[src/rtl/cpu_pkg.sv]
// rtl/cpu_pkg.sv - shared fetch encodings: PC source select, fetch states, word size
package cpu_pkg;

   localparam logic [1:0] PCSRC_SEQ = 2'b00;
   localparam logic [1:0] PCSRC_BR  = 2'b01;
   localparam logic [1:0] PCSRC_J   = 2'b10;
   localparam logic [1:0] PCSRC_JR  = 2'b11;

   localparam int WORD_BYTES = 4;

   typedef enum logic [1:0] {
      BOOT     = 2'b00,
      RUN      = 2'b01,
      REDIRECT = 2'b10
   } fetch_state_t;

endpackage

[src/rtl/fetch_skid_fifo.sv]
// rtl/fetch_skid_fifo.sv - 2-entry 64-bit skid buffer between fetch and decode
module fetch_skid_fifo (
   input  logic        i_clk,
   input  logic        i_rst,
   input  logic        i_push,
   input  logic [63:0] i_data,
   input  logic        i_pop,
   input  logic        i_clear,
   output logic [63:0] o_head,
   output logic [1:0]  o_count,
   output logic        o_full,
   output logic        o_empty
);
   logic [63:0] r_mem [2];
   logic        r_wr_ptr;
   logic        r_rd_ptr;
   logic [1:0]  r_count;

   always_ff @(posedge i_clk or posedge i_rst) begin
      if (i_rst) begin
         r_mem[0] <= '0;
         r_mem[1] <= '0;
         r_wr_ptr <= 1'b0;
         r_rd_ptr <= 1'b0;
         r_count  <= 2'd0;
      end else if (i_clear) begin
         r_wr_ptr <= 1'b0;
         r_rd_ptr <= 1'b0;
         r_count  <= 2'd0;
      end else begin
         if (i_push) begin
            r_mem[r_wr_ptr] <= i_data;
            r_wr_ptr        <= ~r_wr_ptr;
         end
         if (i_pop) begin
            r_rd_ptr <= ~r_rd_ptr;
         end
         r_count <= r_count + {1'b0, i_push} - {1'b0, i_pop};
      end
   end

   assign o_head  = r_mem[r_rd_ptr];
   assign o_count = r_count;
   assign o_full  = (r_count == 2'd2);
   assign o_empty = (r_count == 2'd0);

endmodule

[src/rtl/fetch_redirect_unit.sv]
// rtl/fetch_redirect_unit.sv - PC owner, word fetch issue, redirect/flush handling
module fetch_redirect_unit
   import cpu_pkg::*;
#(
   parameter logic [31:0] RESET_PC   = 32'h0000_0000,
   parameter int          FIFO_DEPTH = 2
) (
   input  logic        Clock,
   input  logic        Reset,
   input  logic [1:0]  PCSrc,
   input  logic [31:0] PCNew,
   output logic        Instr_Req,
   output logic [31:0] Instr_Addr,
   input  logic [31:0] Instr_Data,
   output logic        Out_Valid,
   input  logic        Out_Ready,
   output logic [31:0] Instr_Out,
   output logic [31:0] PC_Plus_Four,
   output logic        Flush,
   output logic        Misaligned,
   output logic [15:0] Redirect_Count
);
   fetch_state_t r_state;
   fetch_state_t w_next_state;
   logic [31:0]  r_pc;
   logic [31:0]  r_tag;
   logic         r_inflight;
   logic         r_flush;
   logic         r_misaligned;
   logic [15:0]  r_redirect_count;
   logic         w_redirect;
   logic         w_pop;
   logic         w_push;
   logic         w_issue;
   logic         w_full;
   logic         w_empty;
   logic [1:0]   w_count;
   logic [2:0]   w_used;
   logic [63:0]  w_head;

   assign w_redirect = (PCSrc != PCSRC_SEQ) && (r_state != BOOT);
   assign w_pop      = !w_empty && Out_Ready && !w_redirect;
   assign w_push     = r_inflight && !w_redirect;
   // Slots spoken for after this edge: buffered plus in flight, less the entry leaving now.
   assign w_used     = {1'b0, w_count} + {2'b00, r_inflight} - {2'b00, w_pop};

   always_comb begin
      w_next_state = r_state;
      w_issue      = 1'b0;
      case (r_state)
         BOOT:     w_next_state = RUN;
         RUN: begin
            if (w_redirect) begin
               w_next_state = REDIRECT;
            end else begin
               w_issue = (w_used < 3'(FIFO_DEPTH)) && !(w_full && !w_pop);
            end
         end
         REDIRECT: w_next_state = w_redirect ? REDIRECT : RUN;
         default:  w_next_state = BOOT;
      endcase
   end

   always_ff @(posedge Clock or posedge Reset) begin
      if (Reset) begin
         r_state <= BOOT;
      end else begin
         r_state <= w_next_state;
      end
   end

   always_ff @(posedge Clock or posedge Reset) begin
      if (Reset) begin
         r_pc             <= RESET_PC;
         r_tag            <= '0;
         r_inflight       <= 1'b0;
         r_flush          <= 1'b0;
         r_misaligned     <= 1'b0;
         r_redirect_count <= '0;
      end else begin
         r_flush <= w_redirect;
         if (w_redirect) begin
            r_pc       <= PCNew & ~32'h3;
            r_inflight <= 1'b0;
            if (r_redirect_count != 16'hFFFF) begin
               r_redirect_count <= r_redirect_count + 16'd1;
            end
            if (PCNew[1:0] != 2'b00) begin
               r_misaligned <= 1'b1;
            end
         end else begin
            r_inflight <= w_issue;
            if (w_issue) begin
               r_pc  <= r_pc + 32'(WORD_BYTES);
               r_tag <= r_pc + 32'(WORD_BYTES);
            end
         end
      end
   end

   fetch_skid_fifo u_fifo (
      .i_clk   (Clock),
      .i_rst   (Reset),
      .i_push  (w_push),
      .i_data  ({Instr_Data, r_tag}),
      .i_pop   (w_pop),
      .i_clear (w_redirect),
      .o_head  (w_head),
      .o_count (w_count),
      .o_full  (w_full),
      .o_empty (w_empty)
   );

   assign Instr_Req      = w_issue;
   assign Instr_Addr     = r_pc;
   assign Out_Valid      = !w_empty;
   assign Instr_Out      = w_head[63:32];
   assign PC_Plus_Four   = w_head[31:0];
   assign Flush          = r_flush;
   assign Misaligned     = r_misaligned;
   assign Redirect_Count = r_redirect_count;

endmodule

[config.mk]
export PLATFORM = sky130hd
export DESIGN_NAME = fetch_redirect_unit
export DESIGN_NICKNAME = d
export VERILOG_FILES = /design/src/rtl/cpu_pkg.sv /design/src/rtl/fetch_skid_fifo.sv /design/src/rtl/fetch_redirect_unit.sv
export SDC_FILE = /design/constraint.sdc
export NUM_CORES = 1
export LEC_CHECK = 0
export CAP_MARGIN = 20
export CORE_UTILIZATION = 49
export CTS_BUF_LIST = sky130_fd_sc_hd__clkbuf_4
export DETAILED_ROUTE_END_ITERATION = 7
export GPL_TIMING_DRIVEN = 0
export MAX_ROUTING_LAYER = met4
export PLACE_DENSITY_LB_ADDON = 0.15
export SYNTH_ARGS = -nofsm -noshare
export SYNTH_HDL_FRONTEND = slang
export SYNTH_SLANG_ARGS = --single-unit
export TNS_END_PERCENT = 30
[constraint.sdc]
create_clock -name Clock -period 6.7 [get_ports Clock]
set_clock_uncertainty 0.15 [all_clocks]
set_input_delay 0.67 -clock Clock [delete_from_list [all_inputs] [get_ports Clock]]
set_output_delay 0.67 -clock Clock [all_outputs]
set_load 0.02 [all_outputs]
# Yosys cells after proc, flatten, opt, wreduce, memory -nomap -nowiden
# Index checks and enable logic that the tools add are counted.
[totals]
elab_cells = 74
out_inout_bits = 116
ff_bits = 217
[op_classes]
n_reduce_logical = 23
n_lt_le_gt_ge = 4
eq_ne = 5
add_sub_neg = 6
bitwise_logic = 5
muxes = 19
[op_table]
columns = ["op", "n"]
rows = [
  ["64-bit 2-to-1 mux", 4],
  ["128-bit bitwise mux", 1],
  ["64-bit demux with 1-bit select", 1],
  ["32-bit 2-to-1 mux", 2],
  ["32-bit by 3-bit adder with 32-bit output (second input constant)", 1],
  ["16-bit by 1-bit adder with 16-bit output (second input constant)", 1],
  ["16-bit inequality test (second input constant)", 1],
  ["2-bit nonzero test", 6],
  ["2-bit AND reduction", 4],
  ["1-bit logical AND", 7],
  ["1-bit 2-to-1 mux", 7],
  ["2-bit 2-to-1 mux", 3],
  ["2-bit one-hot mux with 3 select lines", 1],
  ["2-bit equality test (second input constant)", 2],
  ["2-bit greater-or-equal comparator (second input constant)", 2],
  ["1-bit zero test", 4],
  ["2-bit zero test", 2],
  ["1-bit NOT with 2-bit output", 2],
  ["2-bit by 1-bit adder with 3-bit output", 1],
  ["3-bit by 2-bit less-than comparator with 1-bit output (second input constant)", 1],
  ["1-bit NOT", 3],
  ["3-bit by 1-bit subtractor with 3-bit output", 1],
  ["2-bit by 1-bit adder with 2-bit output", 1],
  ["2-bit by 1-bit equality test with 1-bit output (second input constant)", 1],
  ["other kinds (3)", 3],
]

# Logic depth before layout (Yosys ltp)
# Gate-level depths: netlist of run 1.
[depth]
word_depth = 12
ltp_mapped = 17

# Hierarchy
# From an unflattened synthesis of run 1, not the netlist that was laid out.
[unflattened]
hier_cells = 809
hier_area_um2 = 10228.6
[modules_own_cells]
columns = ["mod", "instances", "seq_area_each_um2", "area_per_inst_um2", "cells_each"]
rows = [
  ["fetch_skid_fifo", 1, 3303.2, 6062.1, 361],
  ["fetch_redirect_unit", 1, 2026.9, 4166.5, 448],
]

# Worst setup path after synthesis of run 1
# Ideal clock, no wire load.
[synth_timing]
path_type = "input-to-output"
start = "input PCSrc[1]"
end = "output Instr_Req"
cell_stages = 16
t_arrival_ns = 3.715
required_ns = 5.880
setup_slack_ns = 2.165
path_cell_list = "o22ai_4 inv_2 clkbuf_1 clkbuf_1 nor2_1 ha_1 nand2b_1 fa_1 or2_2 o211a_1 buf_6 or2_1 buf_6 clkbuf_1 buf_2 inv_1"
[synth_between]
elab_chain_len = 10
[synth_lines]
columns = ["element", "line", "rtl"]
rows = [
  ["start: declaration", "fetch_redirect_unit.sv:10", "input logic [1:0] PCSrc,"],
  ["2-bit nonzero test (*)", "fetch_redirect_unit.sv:41", "assign w_redirect = (PCSrc != PCSRC_SEQ) && (r_state != BOOT);"],
  ["1-bit logical AND (*)", "fetch_redirect_unit.sv:41", ""],
  ["net u_fifo.i_clear", "fetch_skid_fifo.sv:8", "input logic i_clear,"],
  ["branches (longest 6 deep; another with 3-bit by 1-bit subtractor with 3-bit output)", "-", ""],
  ["1-bit 2-to-1 mux (*)", "fetch_redirect_unit.sv:53", "if (w_redirect) begin"],
  ["1-bit 2-to-1 mux (*)", "fetch_redirect_unit.sv:50", "case (r_state)"],
  ["end: declaration", "fetch_redirect_unit.sv:12", "output logic Instr_Req,"],
]
# Mark *: on every way through the listed nets, which the timed path passes.

# Final worst setup path of run 1
# Ends and elaborated chain as after synthesis.

==> metrics.md, run 1 <==
| Metric | Value |
|---|---|
| Vias/cell | 5.28 |
| Internal Power | 3660 µW |
| # setup viols final | 0 |
| Routability congestion estimate from global placement | 0.826 |
| Pre-Repair DR Iteration Count | 6 |
| Max incr delay on CP | 600 ps |
| Seq/Total Area, Yosys | 54.1% |
| Logic pwr share | 43.7% |
| Clock Sinks | 209 |
| Syn Area/Cell | 12.1 µm² |
| Dpl ws | -13.6 ps |
| Hold Buf Count CTS | 0 |
| Standard-cell row count | 51 |
| Complex-gate fraction of the synthesized area | 7.45% |
| Pwr per Cell Area | 462 mW/mm² |
| Initial antenna violation count | 1 |
| Fin crit period | 6320 ps |
| Most common cell after layout, fill and taps aside | dfrtp_1 |
| Worst-path clk slew | 60 ps |
| Ys flop type | dfrtp_1 |
| Arr. time, crit path | 5500 ps |
| H-tree depth | 2 |
| Count of final hold-check violations | 0 |
| Fmax achieved | 0.158 GHz |
| WS Path Type | input port to output pin |
| Remaining DRCs | 0 |
| Post-Layout Cell Count | 1,343 |
| Async S/R FF share, synth | 100% |
| Hold Crit Class | register to register |
| Max-slew violation count | 0 |
| Post-Synth XOR/XNOR Area | 4.26% |
| #FFs+latches synth | 209 |
| Setup TNS | 0 ps |
| Crit path max fanout | 10 |
| Vias in the first global route | 7,170 |
| Switching share of power | 37.0% |
| Starting Density | 49.9% |
| Adder-cell area share of the yosys netlist | 0.854% |
| Syn. warnings | 0 |
| Startpoint Class | input port |
| Simple-gate portion of the synthesized area | 8.67% |
| Post-Syn Area | 0.00967 mm² |
| Worst VDD drop | 0.267 mV |
| Setup bufs post-CTS | 0 |
| Synth Instances | 798 |
| Ports | 185 |
| Finished Core Util | 64.8% |
| Placed cell count | 1,248 |
| Endpoint class of the critical path | output pin |
| Final ANT Viol Nets | 0 |
| Unrepaired setup endpoints after global routing | no |
| Core area | 0.0194 mm² |
| Max Root-Sink Buffers | 3 |
| WL final | 23.5 mm |
| Flop pwr share | 37.0% |
| HPWL Detailed | 16.1 mm |
| CP required | 5880 ps |
| Share of cells above drive strength 1 | 27.9% |
| Post-synth EDFFs | 0 |
| Pin count of the biggest net entering global routing | 113 |
| Total power | 5810 µW |
| Gr usage total | 24.4% |
| Largest family of logic cells by synthesized area | multiplexers |
| P_sw | 2150 µW |
| Skew-Pair Late Insertion Delay | 670 ps |
| Total gr overflow | 0 |
| Most frequent cells in the layout | 209 x dfrtp_1, 187 x mux2_2, 180 x clkdlybuf4s50_1 |
| Slew headroom | 30.0% |
| Port bufs | 180 |
| Synth cell types | 56 |
| TritonCTS Buffers | 55 |
| Die H | 142 µm |
| Outcome | complete, no violations |
| Setup WS post-layout | 380 ps |
| Root Driver | clkbuf_4 |
| P_leak | 0.00564 µW |
| Max-cap viol count | 0 |
| Crit path cell chain | clkdlybuf4s50_1 -> o22ai_4 -> inv_2 -> clkbuf_2 -> clkbuf_2 -> nor2_1 -> ha_1 -> nand2b_1 -> fa_1 -> nor2b_1 -> nand3_1 -> or2_1 -> buf_6 -> clkbuf_1 -> buf_2 -> inv_1 -> clkdlybuf4s50_1 |
| WL/cell | 17.5 µm |
| Die area | 0.0203 mm² |
| Die X | 142 µm |
| Area Growth Syn to Fin | 29.9% |
| TritonCTS clock tree | done |
| First-pass GRT wire length | 37.2 mm |
| Via count | 7,088 |
| Crit share post-route | 94.3% |
| Clk network pwr share | 19.3% |
| Slowest cell on the critical path | clkdlybuf4s50_1 |
| Slew @ Worst Pin | 1050 ps |
| DRT iter0 DRCs | 362 |
| Final net count | 1,115 |
| Mux cell area share after synthesis | 21.8% |
## final timing paths
path / from / to / slack [ps] / depth (start not counted)
max: PCSrc[1] / Instr_Req / 380 / 17
min: Misaligned$_DFFE_PP0P_ / Misaligned$_DFFE_PP0P_ / 340 / 1
max reg2reg: r_state[0]$_DFFE_PP0P_ / r_tag[7]$_DFFE_PP0P_ / 2040 / 16
min reg2reg: Misaligned$_DFFE_PP0P_ / Misaligned$_DFFE_PP0P_ / 340 / 1
max in group asynchronous: Reset / Redirect_Count[1]$_DFFE_PP0P_ / 5060 / 3
min in group asynchronous: Reset / u_fifo.r_mem[97]$_DFFE_PP0P_ / 360 / 2
## final cells by class
| class | count | area, µm² |
|---|---|---|
| Antenna cell | 1 | 2.50 |
| Buffer | 44 | 206 |
| Clock buffer | 87 | 653 |
| Clock inverter | 7 | 52.6 |
| Fill cell | 1632 | 6830 |
| Inverter | 20 | 82.6 |
| Multi-Input combinational cell | 528 | 4170 |
| Sequential cell | 209 | 5230 |
| Tap cell | 265 | 332 |
| Timing Repair Buffer | 182 | 1830 |
## kinds of logic (layout without fill, tap and decap cells)
family,after synthesis,after routing
DFF,209,209
muxes,187,187
and+or+nand+nor,172,172
AOI/OAI and AO/OA,112,112
buffers and inverters,64,340
xor gates and xnor gates,47,47
adders and majority gates,6,6
other,1,5
## stage by stage
| step | instance area [µm²] | hold WS [ps] |
|---|---|---|
| finish | 12600 | 335 |
| global route | 12600 | 363 |
| floorplan | 9680 | 308 |
| detailed placement | 11900 | 312 |
| global placement | 11800 | 316 |
| CTS | 12600 | 341 |
## power by group through the flow
stage               clock network [µW]  registers [µW]  logic (µW)
CTS                               1160            2140        2560
finish                            1120            2150        2540
global route                      1230            2210        2730
global placement                     0            2150        2510
floorplan                            0            2180        1440
detailed placement                   0            2160        2550
## routing by layer
| layer | GRT usage [%] | wire length, µm | vias to the layer above |
|---|---|---|---|
| met1 | 31.7 | 10300 | 3462 |
| met2 | 37.4 | 11200 | 226 |
| met3 | 5.45 | 1550 | 36 |
| met4 | 8.66 | 435 | 0 |
| li1 | - | - | 3364 |
| met5 | - | 0 | - |
## critical path: cells and delay by family
family	cells	cell delay [ps]
buf+inv	9	2490
fa+ha+maj	2	750
simple gates	5	1310
compound gates	1	280
## cells in the mapped netlist (6+ instances only)
| library cell | n | area, µm² |
|---|---|---|
| o211ai_1 | 6 | 45.0 |
| mux2_2 | 187 | 2110 |
| o21ai_0 | 50 | 250 |
| a21o_1 | 6 | 45.0 |
| a22oi_1 | 8 | 60.1 |
| xnor2_1 | 32 | 280 |
| xor2_1 | 15 | 131 |
| o31a_1 | 6 | 52.6 |
| nand4_1 | 14 | 87.6 |
| nand3_1 | 23 | 115 |
| nor3_1 | 9 | 45.0 |
| nor2_1 | 22 | 82.6 |
| nand2_1 | 68 | 255 |
| dfrtp_1 | 209 | 5230 |
| and3_1 | 8 | 50.1 |
| a21oi_1 | 13 | 65.1 |
| inv_1 | 18 | 67.6 |
| clkbuf_1 | 28 | 105 |
## flip-flops by register name, summed over array words and instances (netlist names)
signal,flops
Flush,1
Instr_Addr,30
Misaligned,1
Redirect_Count,16
r_inflight,1
r_state,2
r_tag,30
u_fifo.o_count,2
u_fifo.r_mem,124
u_fifo.r_rd_ptr,1
u_fifo.r_wr_ptr,1
## what timing repair did
action	4_1_cts	5_1_grt
endpoints found under the hold margin	0	0
resized for setup	0	4
setup endpoints to repair	0	1
Note: power is estimated with default switching activity, not from simulation.
==> inputs of run 2 (changes only) <==
--- a/config.mk
+++ b/config.mk
@@ -6,7 +6,9 @@
 export NUM_CORES = 1
 export LEC_CHECK = 0
 export CAP_MARGIN = 20
-export CORE_UTILIZATION = 49
+export CELL_PAD_IN_SITES_DETAIL_PLACEMENT = 1
+export CELL_PAD_IN_SITES_GLOBAL_PLACEMENT = 2
+export CORE_UTILIZATION = 36
 export CTS_BUF_LIST = sky130_fd_sc_hd__clkbuf_4
 export DETAILED_ROUTE_END_ITERATION = 7
 export GPL_TIMING_DRIVEN = 0
==> constraint.sdc (replaced) <==
create_clock -name Clock -period 6 [get_ports Clock]
set_clock_uncertainty 0.15 [all_clocks]
set_input_delay 0.6 -clock Clock [delete_from_list [all_inputs] [get_ports Clock]]
set_output_delay 0.6 -clock Clock [all_outputs]
set_load 0.02 [all_outputs]
==> run 2 against run 1 <==
Against the previous run:
- the flow now finishes with violations (design-rule violations)
- combinational power is 14% higher
- total power is 15% higher
- utilization is 16 points lower
- sequential power is 12% higher
- final area is 2.3% higher
==> metrics.md, run 2 (synthesized netlist as in run 1, its figures left out) <==
| Metric | Value |
|---|---|
| Outcome | finished, violations left |
| Failing checks | design-rule violations |
| Worst VDD drop | 0.212 mV |
| Flop pwr share | 36.2% |
| Setup TNS | 0 ps |
| Vias in the first global route | 7,901 |
| Max Root-Sink Buffers | 3 |
| TritonCTS clock tree | done |
| Clk network pwr share | 20.1% |
| Slew @ Worst Pin | 1020 ps |
| Crit path max fanout | 19 |
| Die area | 0.0275 mm² |
| Unrepaired setup endpoints after global routing | no |
| WL/cell | 18.8 µm |
| Most common cell after layout, fill and taps aside | dfrtp_1 |
| Clock Sinks | 209 |
| Largest delay share family, worst path | buffers and inverters |
| Max-slew violation count | 0 |
| Root Driver | clkbuf_4 |
| Pre-Repair DR Iteration Count | 8 |
| Count of final hold-check violations | 0 |
| Via count | 7,247 |
| Switching share of power | 37.8% |
| HPWL Detailed | 19.1 mm |
| DRT iter0 DRCs | 351 |
| Bufs and invs on worst path | 8 |
| Multi-input combinational cell area | 0.00419 mm² |
| # setup viols final | 0 |
| Total gr overflow | 0 |
| Most Crowded Layer GR | met2 |
| H-tree depth | 2 |
| Met3 Use GR | 3.41% |
| Most used cell, CP | buf_6 |
| Starting Density | 36.9% |
| Area Growth Syn to Fin | 32.9% |
| Hold Crit Class | register to register |
| Pin count of the biggest net entering global routing | 40 |
| Max incr delay on CP | 600 ps |
| Core area | 0.0262 mm² |
| Fmax achieved | 0.174 GHz |
| Startpoint Class | register |
| Arr. time, crit path | 4990 ps |
| Placed cell count | 1,323 |
| GR met1 Demand/Resource | 27.9% |
| Share of cells above drive strength 1 | 28.3% |
| Endpoint class of the critical path | output pin |
| Fillers | 2,844 |
| Crit share post-route | 95.7% |
| Ports | 185 |
| WL final | 27.1 mm |
| Pwr per Cell Area | 518 mW/mm² |
| Crit path cell chain | o22ai_4 -> inv_2 -> clkbuf_2 -> clkbuf_4 -> nor2_1 -> ha_1 -> nand2b_1 -> fa_1 -> or2_2 -> o211a_1 -> buf_6 -> or2_1 -> buf_6 -> buf_2 -> inv_1 -> clkdlybuf4s50_1 |
| Initial antenna violation count | 1 |
| Worst-path clk slew | 60 ps |
| Final net count | 1,127 |
| CP required | 5250 ps |
| Top reg by flops | u_fifo.r_mem |
| Gr usage total | 20.9% |
| Register area | 0.00523 mm² |
| Max FFs per register | 124 |
| Met2 Track Usage GR | 32.6% |
| Logic pwr share | 43.7% |
| Most frequent cells in the layout | 209 x dfrtp_1, 187 x mux2_2, 180 x clkdlybuf4s50_1 |
| Slew headroom | 31.6% |
| Slowest cell on the critical path | clkdlybuf4s50_1 |
| Final ANT Viol Nets | 0 |
| Die X | 166 µm |
| Die H | 166 µm |
| Post-Layout Cell Count | 1,437 |
| TritonCTS Buffers | 60 |
| Port bufs | 180 |
| Fin crit period | 5740 ps |
| Routability congestion estimate from global placement | 0.751 |
| Internal Power | 4140 µW |
| Standard-cell row count | 59 |
| WS Path Type | register to output pin |
| First-pass GRT wire length | 44.2 mm |
| Skew-Pair Late Insertion Delay | 710 ps |
| Max-cap viol count | 0 |
| Remaining DRCs | 17 |
| P_sw | 2510 µW |
| Vias/cell | 5.04 |
| P_leak | 0.00572 µW |
## run 2: cell types whose count changed in the layout (fill, tap and decap cells not counted), sizes merged
cell	before	now
clkinv	6	20
buf	18	25
clkbuf	115	117
inv	20	18
clkinvlp	0	1
diode	1	2
dlygate4sd3	0	1
## run 2: through the flow
stage	total power, µW	worst slack (ps)	cell area [µm²]	hold WS (ps)	util (%)
after floorplan	4050	1610	9690	308	-
after global placement	5280	-931	11900	314	45.4
after detailed placement	5350	-942	12000	322	45.9
after CTS	6750	4.38	12800	284	49.0
after global routing	7100	4.73	12900	362	49.0
final	6650	258	12900	333	49.0
## run 2: final cells by class
class	count	share of cell area (%)
sequential	209	40.7
multi-input combinational	528	32.6
timing repair buffer	190	15.2
clock buffer	90	5.26
tap	335	3.26
buffer	43	1.60
clock inverter	20	0.788
inverter	20	0.613
antenna	2	0.0389
## run 2: final timing paths
check / startpoint / slack, ps / depth (start not counted) / to
worst max-delay path: r_state[1]$_DFFE_PP0P_ / 260 / 16 / Instr_Req
worst min-delay path: Misaligned$_DFFE_PP0P_ / 330 / 1 / Misaligned$_DFFE_PP0P_
worst max register to register: r_state[1]$_DFFE_PP0P_ / 1410 / 15 / Instr_Addr[17]$_DFFE_PP0P_
worst min register to register: Misaligned$_DFFE_PP0P_ / 330 / 1 / Misaligned$_DFFE_PP0P_
max in group asynchronous: Reset / 4160 / 6 / u_fifo.r_mem[27]$_DFFE_PP0P_
min in group asynchronous: Reset / 580 / 3 / u_fifo.r_mem[120]$_DFFE_PP0P_
## run 2: power groups by stage
stage / clock [µW] / sequential [µW] / combinational, µW
5_1_grt: 1470 / 2500 / 3130
2_1_floorplan: 0 / 2430 / 1610
3_3_place_gp: 0 / 2410 / 2870
3_5_place_dp: 0 / 2430 / 2920
6_report: 1340 / 2410 / 2900
4_1_cts: 1390 / 2410 / 2940
## run 2: routing by layer
| metal | up-vias | part of all wire (%) |
|---|---|---|
| met1 | 3621 | 46 |
| met4 | 0 | 1.8 |
| met3 | 42 | 4.5 |
| met2 | 188 | 47 |
| met5 | - | 0 |
| li1 | 3396 | - |
## run 2: repair_timing
action                     CTS  global route
hold endpoints to repair     2             0
pin swaps                    0             1
hold buffers                 1             0
resized for setup            5             0
setup endpoints to repair    1             1
setup buffers                0             2
==> inputs of run 3 (changes only) <==
--- a/config.mk
+++ b/config.mk
@@ -8,13 +8,14 @@
 export CAP_MARGIN = 20
 export CELL_PAD_IN_SITES_DETAIL_PLACEMENT = 1
 export CELL_PAD_IN_SITES_GLOBAL_PLACEMENT = 2
-export CORE_UTILIZATION = 36
+export CORE_UTILIZATION = 37
 export CTS_BUF_LIST = sky130_fd_sc_hd__clkbuf_4
 export DETAILED_ROUTE_END_ITERATION = 7
 export GPL_TIMING_DRIVEN = 0
-export MAX_ROUTING_LAYER = met4
+export HOLD_SLACK_MARGIN = 0.02
 export PLACE_DENSITY_LB_ADDON = 0.15
 export SYNTH_ARGS = -nofsm -noshare
 export SYNTH_HDL_FRONTEND = slang
+export SYNTH_HIERARCHICAL = 1
 export SYNTH_SLANG_ARGS = --single-unit
 export TNS_END_PERCENT = 30
==> run 3 against run 2 <==
Against the previous run:
- the flow now finishes without violations
- final cell count grew 0.56%
- clock-buffer cell count up 2
- flip-flop and latch count up 4
- hold slack worse by 160 ps
- routed wire length is 5.0% lower
- clock power barely moved
- synthesized cell count is 1.4% higher
- critical path depth fell by 2
- combinational power decreased by 2%
- register-to-register slack better by 400 ps
- final area is 3.8% higher
- largest power group unchanged
- highest routed layer is now met5
==> metrics.md, run 3 <==
| Metric | Value |
|---|---|
| Post-Syn Area | 0.0102 mm² |
| First-pass GRT wire length | 41.9 mm |
| Crit share post-route | 93.3% |
| Top cell type's share of synthesized area | 52.1% |
| Dpl ws | -826 ps |
| Most used cell, CP | inv_1 |
| Slowest cell on the critical path | clkdlybuf4s50_1 |
| CP required | 5250 ps |
| Count of final hold-check violations | 0 |
| WL/cell | 17.8 µm |
| Max FFs per register | 128 |
| Fin crit period | 5600 ps |
| Total gr overflow | 0 |
| Via count | 7,006 |
| Max-cap viol count | 0 |
| Share of cells above drive strength 1 | 29.9% |
| Top reg by flops | u_fifo/r_mem |
| Most common cell after layout, fill and taps aside | dfrtp_1 |
| Vias in the first global route | 7,462 |
| Unrepaired setup endpoints after global routing | no |
| Synth cell types | 53 |
| Syn Area/Cell | 12.6 µm² |
| Vias/cell | 4.85 |
| Reg2reg setup slack | 1810 ps |
| Yosys top cell by area | dfrtp_1 |
| Max-slew violation count | 0 |
| Core area | 0.0270 mm² |
| Arr. time, crit path | 4850 ps |
| Ports | 185 |
| Gr usage total | 18.8% |
| Max incr delay on CP | 600 ps |
| Worst-path clk slew | 70 ps |
| Hold Buf Count CTS | 0 |
| Slew @ Worst Pin | 1080 ps |
| Die area | 0.0283 mm² |
| Worst R2R Path Depth | 15 |
| H-tree depth | 2 |
| Port bufs | 182 |
| Area Growth Syn to Fin | 30.5% |
| FF-to-FF Start | r_state[1]$_DFFE_PP0P_ |
| Design Area, Final | 0.0133 mm² |
| Pre-Repair DR Iteration Count | 4 |
| Initial antenna violation count | 2 |
| Endpoint class of the critical path | output pin |
| Main area contributors after synthesis | dfrtp_1 52%, mux2_2 14%, mux2_4 8.8% |
| Remaining DRCs | 0 |
| Crit path cell chain | o22ai_4 -> inv_1 -> buf_2 -> nor2_1 -> ha_1 -> nand2b_1 -> fa_1 -> nand2_1 -> a2111oi_4 -> buf_4 -> nand2_2 -> clkbuf_1 -> inv_1 -> clkdlybuf4s50_1 |
| Async S/R FF share, synth | 100% |
| Final net count | 1,134 |
| Clock Sinks | 213 |
| Ys flop type | dfrtp_1 |
| Syn. warnings | 6 |
| Skew-Pair Late Insertion Delay | 680 ps |
| Startpoint Class | register |
| P_leak | 0.00612 µW |
| Worst VDD drop | 0.194 mV |
| Most instantiated cells after synthesis | 213 x dfrtp_1, 128 x mux2_2, 89 x nand2_1 |
| Root Driver | clkbuf_4 |
| Final ANT Viol Nets | 0 |
| Fmax achieved | 0.179 GHz |
| Die X | 168 µm |
| WL final | 25.7 mm |
| Pwr per Cell Area | 497 mW/mm² |
| Worst flop-to-flop path endpoint | Instr_Addr[22]$_DFFE_PP0P_ |
| Most frequent cell after synthesis | dfrtp_1 |
| Crit path max fanout | 25 |
| #FFs+latches synth | 213 |
| Max Root-Sink Buffers | 3 |
| Die H | 168 µm |
| HPWL Detailed | 17.9 mm |
| Setup WS post-layout | 399 ps |
| DP Area | 0.0126 mm² |
| Fillers | 2,901 |
| Finished Core Util | 49.4% |
| Post-synth EDFFs | 0 |
| Bufs and invs on worst path | 6 |
| Seq/Total Area, Yosys | 52.1% |
| # setup viols final | 0 |
| Standard-cell row count | 60 |
| Synth Instances | 809 |
| Starting Density | 37.8% |
| TritonCTS clock tree | done |
| Pin count of the biggest net entering global routing | 88 |
| TritonCTS Buffers | 58 |
| DRT iter0 DRCs | 256 |
| Most frequent cells in the layout | 213 x dfrtp_1, 182 x clkdlybuf4s50_1, 128 x mux2_2 |
| Slew headroom | 26.7% |
| Outcome | complete, no violations |
| Largest delay share family, worst path | buffers and inverters |
| Total power | 6630 µW |
| Hold Crit Class | input port to asynchronous set/reset pin |
| WS Path Type | register to output pin |
| Routability congestion estimate from global placement | 0.750 |
==> run 3: changes by cell type in the layout (fill, tap and decap cells not counted), sizes merged, moves of 6 or more <==
| cell | before | now |
|---|---|---|
| xor2 | 15 | 46 |
| nand2 | 68 | 90 |
| clkbuf | 117 | 105 |
| clkinv | 20 | 9 |
| xnor2 | 32 | 22 |
| buf | 25 | 34 |
| a22oi | 8 | 0 |
| nand3 | 24 | 31 |
| a21o | 6 | 0 |
| and2 | 3 | 9 |
| mux2 | 187 | 193 |
| o21ai | 50 | 56 |
| o31a | 6 | 0 |
==> run 3: layout make-up <==
| cell class | instances | area (µm²) | area share (%) |
|---|---|---|---|
| Buffer | 43 | 348 | 2.61 |
| Multi-Input combinational cell | 546 | 4540 | 34.0 |
| Clock buffer | 92 | 691 | 5.17 |
| Inverter | 11 | 48.8 | 0.366 |
| Antenna cell | 1 | 2.50 | 0.0187 |
| Clock inverter | 12 | 71.3 | 0.534 |
| Timing Repair Buffer | 186 | 1890 | 14.2 |
| Tap cell | 341 | 427 | 3.20 |
| Sequential cell | 213 | 5330 | 39.9 |
==> run 3: per-stage QoR <==
step / cells / hold slack (ps) / setup TNS (ps)
finish: 1445 / 172 / 0
global route: 1445 / 125 / 0
CTS: 1444 / 105 / 0
detailed placement: 1339 / 323 / -826
global placement: 1337 / 312 / -62310
floorplan: 814 / 304 / 0
==> run 3: per-layer routing <==
| layer | GRT usage [%] | vias to the layer above | share of wire, % |
|---|---|---|---|
| met1 | 25.9 | 3427 | 48 |
| met3 | 4.65 | 51 | 5.4 |
| li1 | - | 3357 | - |
| met5 | 0 | - | 0.051 |
| met2 | 28.7 | 169 | 45 |
| met4 | 6.44 | 2 | 2.1 |
==> run 3: worst register-to-register path, cell delays in order, from the launching register on <==
cell	delay (ps)
dfrtp_1	470
o22ai_4	350
inv_1	110
buf_2	290
nor2_1	320
ha_1	280
nand2b_1	160
fa_1	490
nand2_1	100
a2111oi_4	320
buf_4	190
buf_4	170
buf_2	240
nand4_1	130
xor2_1	180
o21ai_0	160
==> run 3: how the worst max path moves through the flow <==
| stage | start | end | slack (ps) | cells past startpoint |
|---|---|---|---|---|
| 2_1_floorplan | PCSrc[1] | Instr_Req | 1530 | 13 |
| 3_3_place_gp | PCSrc[1] | Instr_Req | -760 | 15 |
| 3_5_place_dp | PCSrc[1] | Instr_Req | -830 | 15 |
| 4_1_cts | r_state[1]$_DFFE_PP0P_ | Instr_Req | 250 | 14 |
| 5_1_grt | r_state[1]$_DFFE_PP0P_ | Instr_Req | 60 | 14 |
| 6_report | r_state[1]$_DFFE_PP0P_ | Instr_Req | 400 | 14 |
==> run 3: timing repair <==
action	in CTS	in global routing
resized for setup	2	0
setup buffers	2	0
setup endpoints to repair	1	0
==> run 3: cell families (layout without fill, tap and decap cells) <==
kind of cell | count (synthesis) | count (layout) | share of synthesized area (%)
flip-flops | 213 | 213 | 52.1
AND/OR/NAND/NOR | 196 | 196 | 9.44
multiplexers | 194 | 194 | 23.5
AO/OA/AOI/OAI | 75 | 75 | 4.17
XOR/XNOR | 69 | 69 | 6.04
buffers and inverters | 55 | 344 | 3.84
adder cells (fa/ha/maj) | 6 | 6 | 0.807
other | 1 | 7 | 0.0367
==> run 3: power by group <==
part / switching (µW) / internal, µW / leakage, µW
sequential: 464 / 1990 / 0.00277
combinational: 1370 / 1460 / 0.00289
clock: 616 / 731 / 0.000460
total: 2450 / 4180 / 0.00612
==> patch (config.mk and constraints of run 1) <==
Encoding of `fetch_state_t`: now one-hot (3 bits for 3 states).
--- a/src/rtl/cpu_pkg.sv
+++ b/src/rtl/cpu_pkg.sv
@@ -8,10 +8,10 @@
 
    localparam int WORD_BYTES = 4;
 
-   typedef enum logic [1:0] {
-      BOOT     = 2'b00,
-      RUN      = 2'b01,
-      REDIRECT = 2'b10
+   typedef enum logic [2:0] {
+      BOOT     = 3'b001,
+      RUN      = 3'b010,
+      REDIRECT = 3'b100
    } fetch_state_t;
 
 endpackage
Formal check against the unedited RTL: same outputs for any inputs over 4 cycles, from zero or initial values and one cycle with Reset high; so few cycles prove little.
==> patch against run 1 <==
Via count shrank 2.2%. Largest cell class unchanged. Highest routed layer unchanged. Wire length shrank 6.1%. Core utilization increased by 0.93 points. Clock power fell by 6%. Design area shrank 0.55%. Die area about the same. Total power decreased by 15%. Cell count fell by 1.8%. Synthesized area is essentially flat. Worst setup slack got worse by 16 ps. Sequential cell count grew 1. Critical endpoint unchanged. Worst hold slack is essentially flat.
==> patch: results (changes against run 1) <==
Final layout
  • Signal buf overhead: 17.01% (+0.77 points)
  • Diodes inserted: 1 (unchanged)
  • Fin nets: 1095 (-1.8%)
  • Signal buffers: 232 (+2.7%)
  • Non-clock inverters: 12 (-40%)
  • Layout fillers: 1549 (-5.1%)
  • Footprint of the multi-input gates: 4076 µm² (-2.3%)
  • Clk cell area share: 5.276% (-0.34 points)
  • Clock buffer count: 78 (-10%)
  • #MultiIn Comb: 508 (-3.8%)
  • Largest register FFs: 124 (unchanged)
  • Seq area share: 42.06% (+0.44 points)
  • Fraction of layout cells with a size suffix above 1: 28.83% (+0.88 points)

Pwr
  • Pleak: 5.782 nW (+2.6%)
  • Cell Pwr Density: 397.1 nW/µm² (-14%)
  • Worst vdd ir: 0.0002568 V (-4.0%)

Place
  • Placed Instances: 1222 (-2.1%)
  • Pre-CTS setup slack: 370.2 ps (+383.8 ps)
  • Detailed placement HPWL: 15120 µm (-5.8%)
  • Gp weighted congestion: 0.9072 (+9.8%)
  • DP Area: 11840 µm² (-0.17%)

Global routing
  • Grt met2 use: 35.14% (-2.3 points)
  • Global Route Usage Sum: 23.39% (-0.96 points)
  • Vias in the first global route: 6946 (-3.1%)
  • Grt met1 use: 31.20% (-0.54 points)
  • Largest net degree at the start of global routing: 129 (+14%)
  • Met3 global-route usage: 5.081% (-0.37 points)

Drt
  • Routed wl met2: 9995 µm (-11%)
  • Wire per inst: 16.71 µm (-4.4%)
  • Initial DRC count: 296 (-18%)
  • Metal3 WL: 1514 µm (-2.1%)
  • Met1 wire length: 10070 µm (-2.2%)
  • Final WL: 22050 µm (-6.1%)
  • First drt pass iteration count: 5 (-1)
  • Via density per instance: 5.253 (-0.46%)

Setup path
  • RR Startpoint: r_state[0]
  • Slowest cell on the critical path: buf_1
  • Path depth of the worst reg2reg path: 17 (+1)
  • CP peak stage delay: 570 ps (-30 ps)
  • R2R Setup Slk: 2050 ps
  • Critical R2R Capture: r_tag[25]
  • Critical path arrival: 5520 ps (+20 ps)

Yosys
  • Sequential cell area fraction in the yosys report: 54.40% (+0.32 points)
  • Netlist cell types: 57 (+1.8%)
  • Top cells by count, synth: dfrtp_1 (209), mux2_2 (177), nand2_1 (62)
  • Post-Synth Adder-Cell Area: 0.8546% (about the same)
  • Cells after Synth: 778 (-2.5%)
  • Post-synthesis compound-gate area fraction: 6.694% (-0.76 points)
  • Area contributors post-synth: dfrtp_1 (54%), mux2_2 (21%), xnor2_1 (2.6%)
  • Synth Register Bits: 210 (+0.48%)
  • Synth Area in XOR/XNOR: 4.169% (-0.087 points)
  • Multiplexer share of the synthesized area: 21.95% (+0.18 points)

Run status
  • Outcome: finished, final reports clean

Die
  • Tapcells: 260 (-1.9%)

Hold path
  • Worst hold start: Misaligned

Clock tree
  • CTS buffer count: 56 (+1.8%)

STA
  • Tightest Pin Transition: 880.1 ps (-166.3 ps)
  • WHS: 335.3 ps (+0.2440 ps)
-- patch: cell count changes in the layout (fill, tap and decap cells not counted), moves of 8 or more --
cell,run 1,this run
buf_2,5,16
a21oi_1,13,5
clkbuf_4,87,78
mux2_2,187,177
clkbuf_1,26,15
mux2_1,0,10
-- patch: power breakdown --
| group | switching (W) | leakage, nW | total, W | internal, W |
|---|---|---|---|---|
| Combinational | 0.000947 | 2.62 | 0.00193 | 0.000984 |
| Clock | 0.000512 | 0.399 | 0.00105 | 0.000535 |
| Sequential | 0.000340 | 2.77 | 0.00199 | 0.00165 |
-- patch: how the worst max path moves through the flow --
stage | start | endpoint | slack, ps | cells after the start
6_report | PCSrc[1] | Instr_Req | 360 | 18
5_1_grt | r_state[0] | Instr_Req | 80 | 17
4_1_cts | r_state[0] | Instr_Req | 300 | 17
3_5_place_dp | PCSrc[1] | Instr_Req | 370 | 18
3_3_place_gp | Reset | Redirect_Count[0] | -2670 | 2
2_1_floorplan | Reset | Flush | 140 | 1
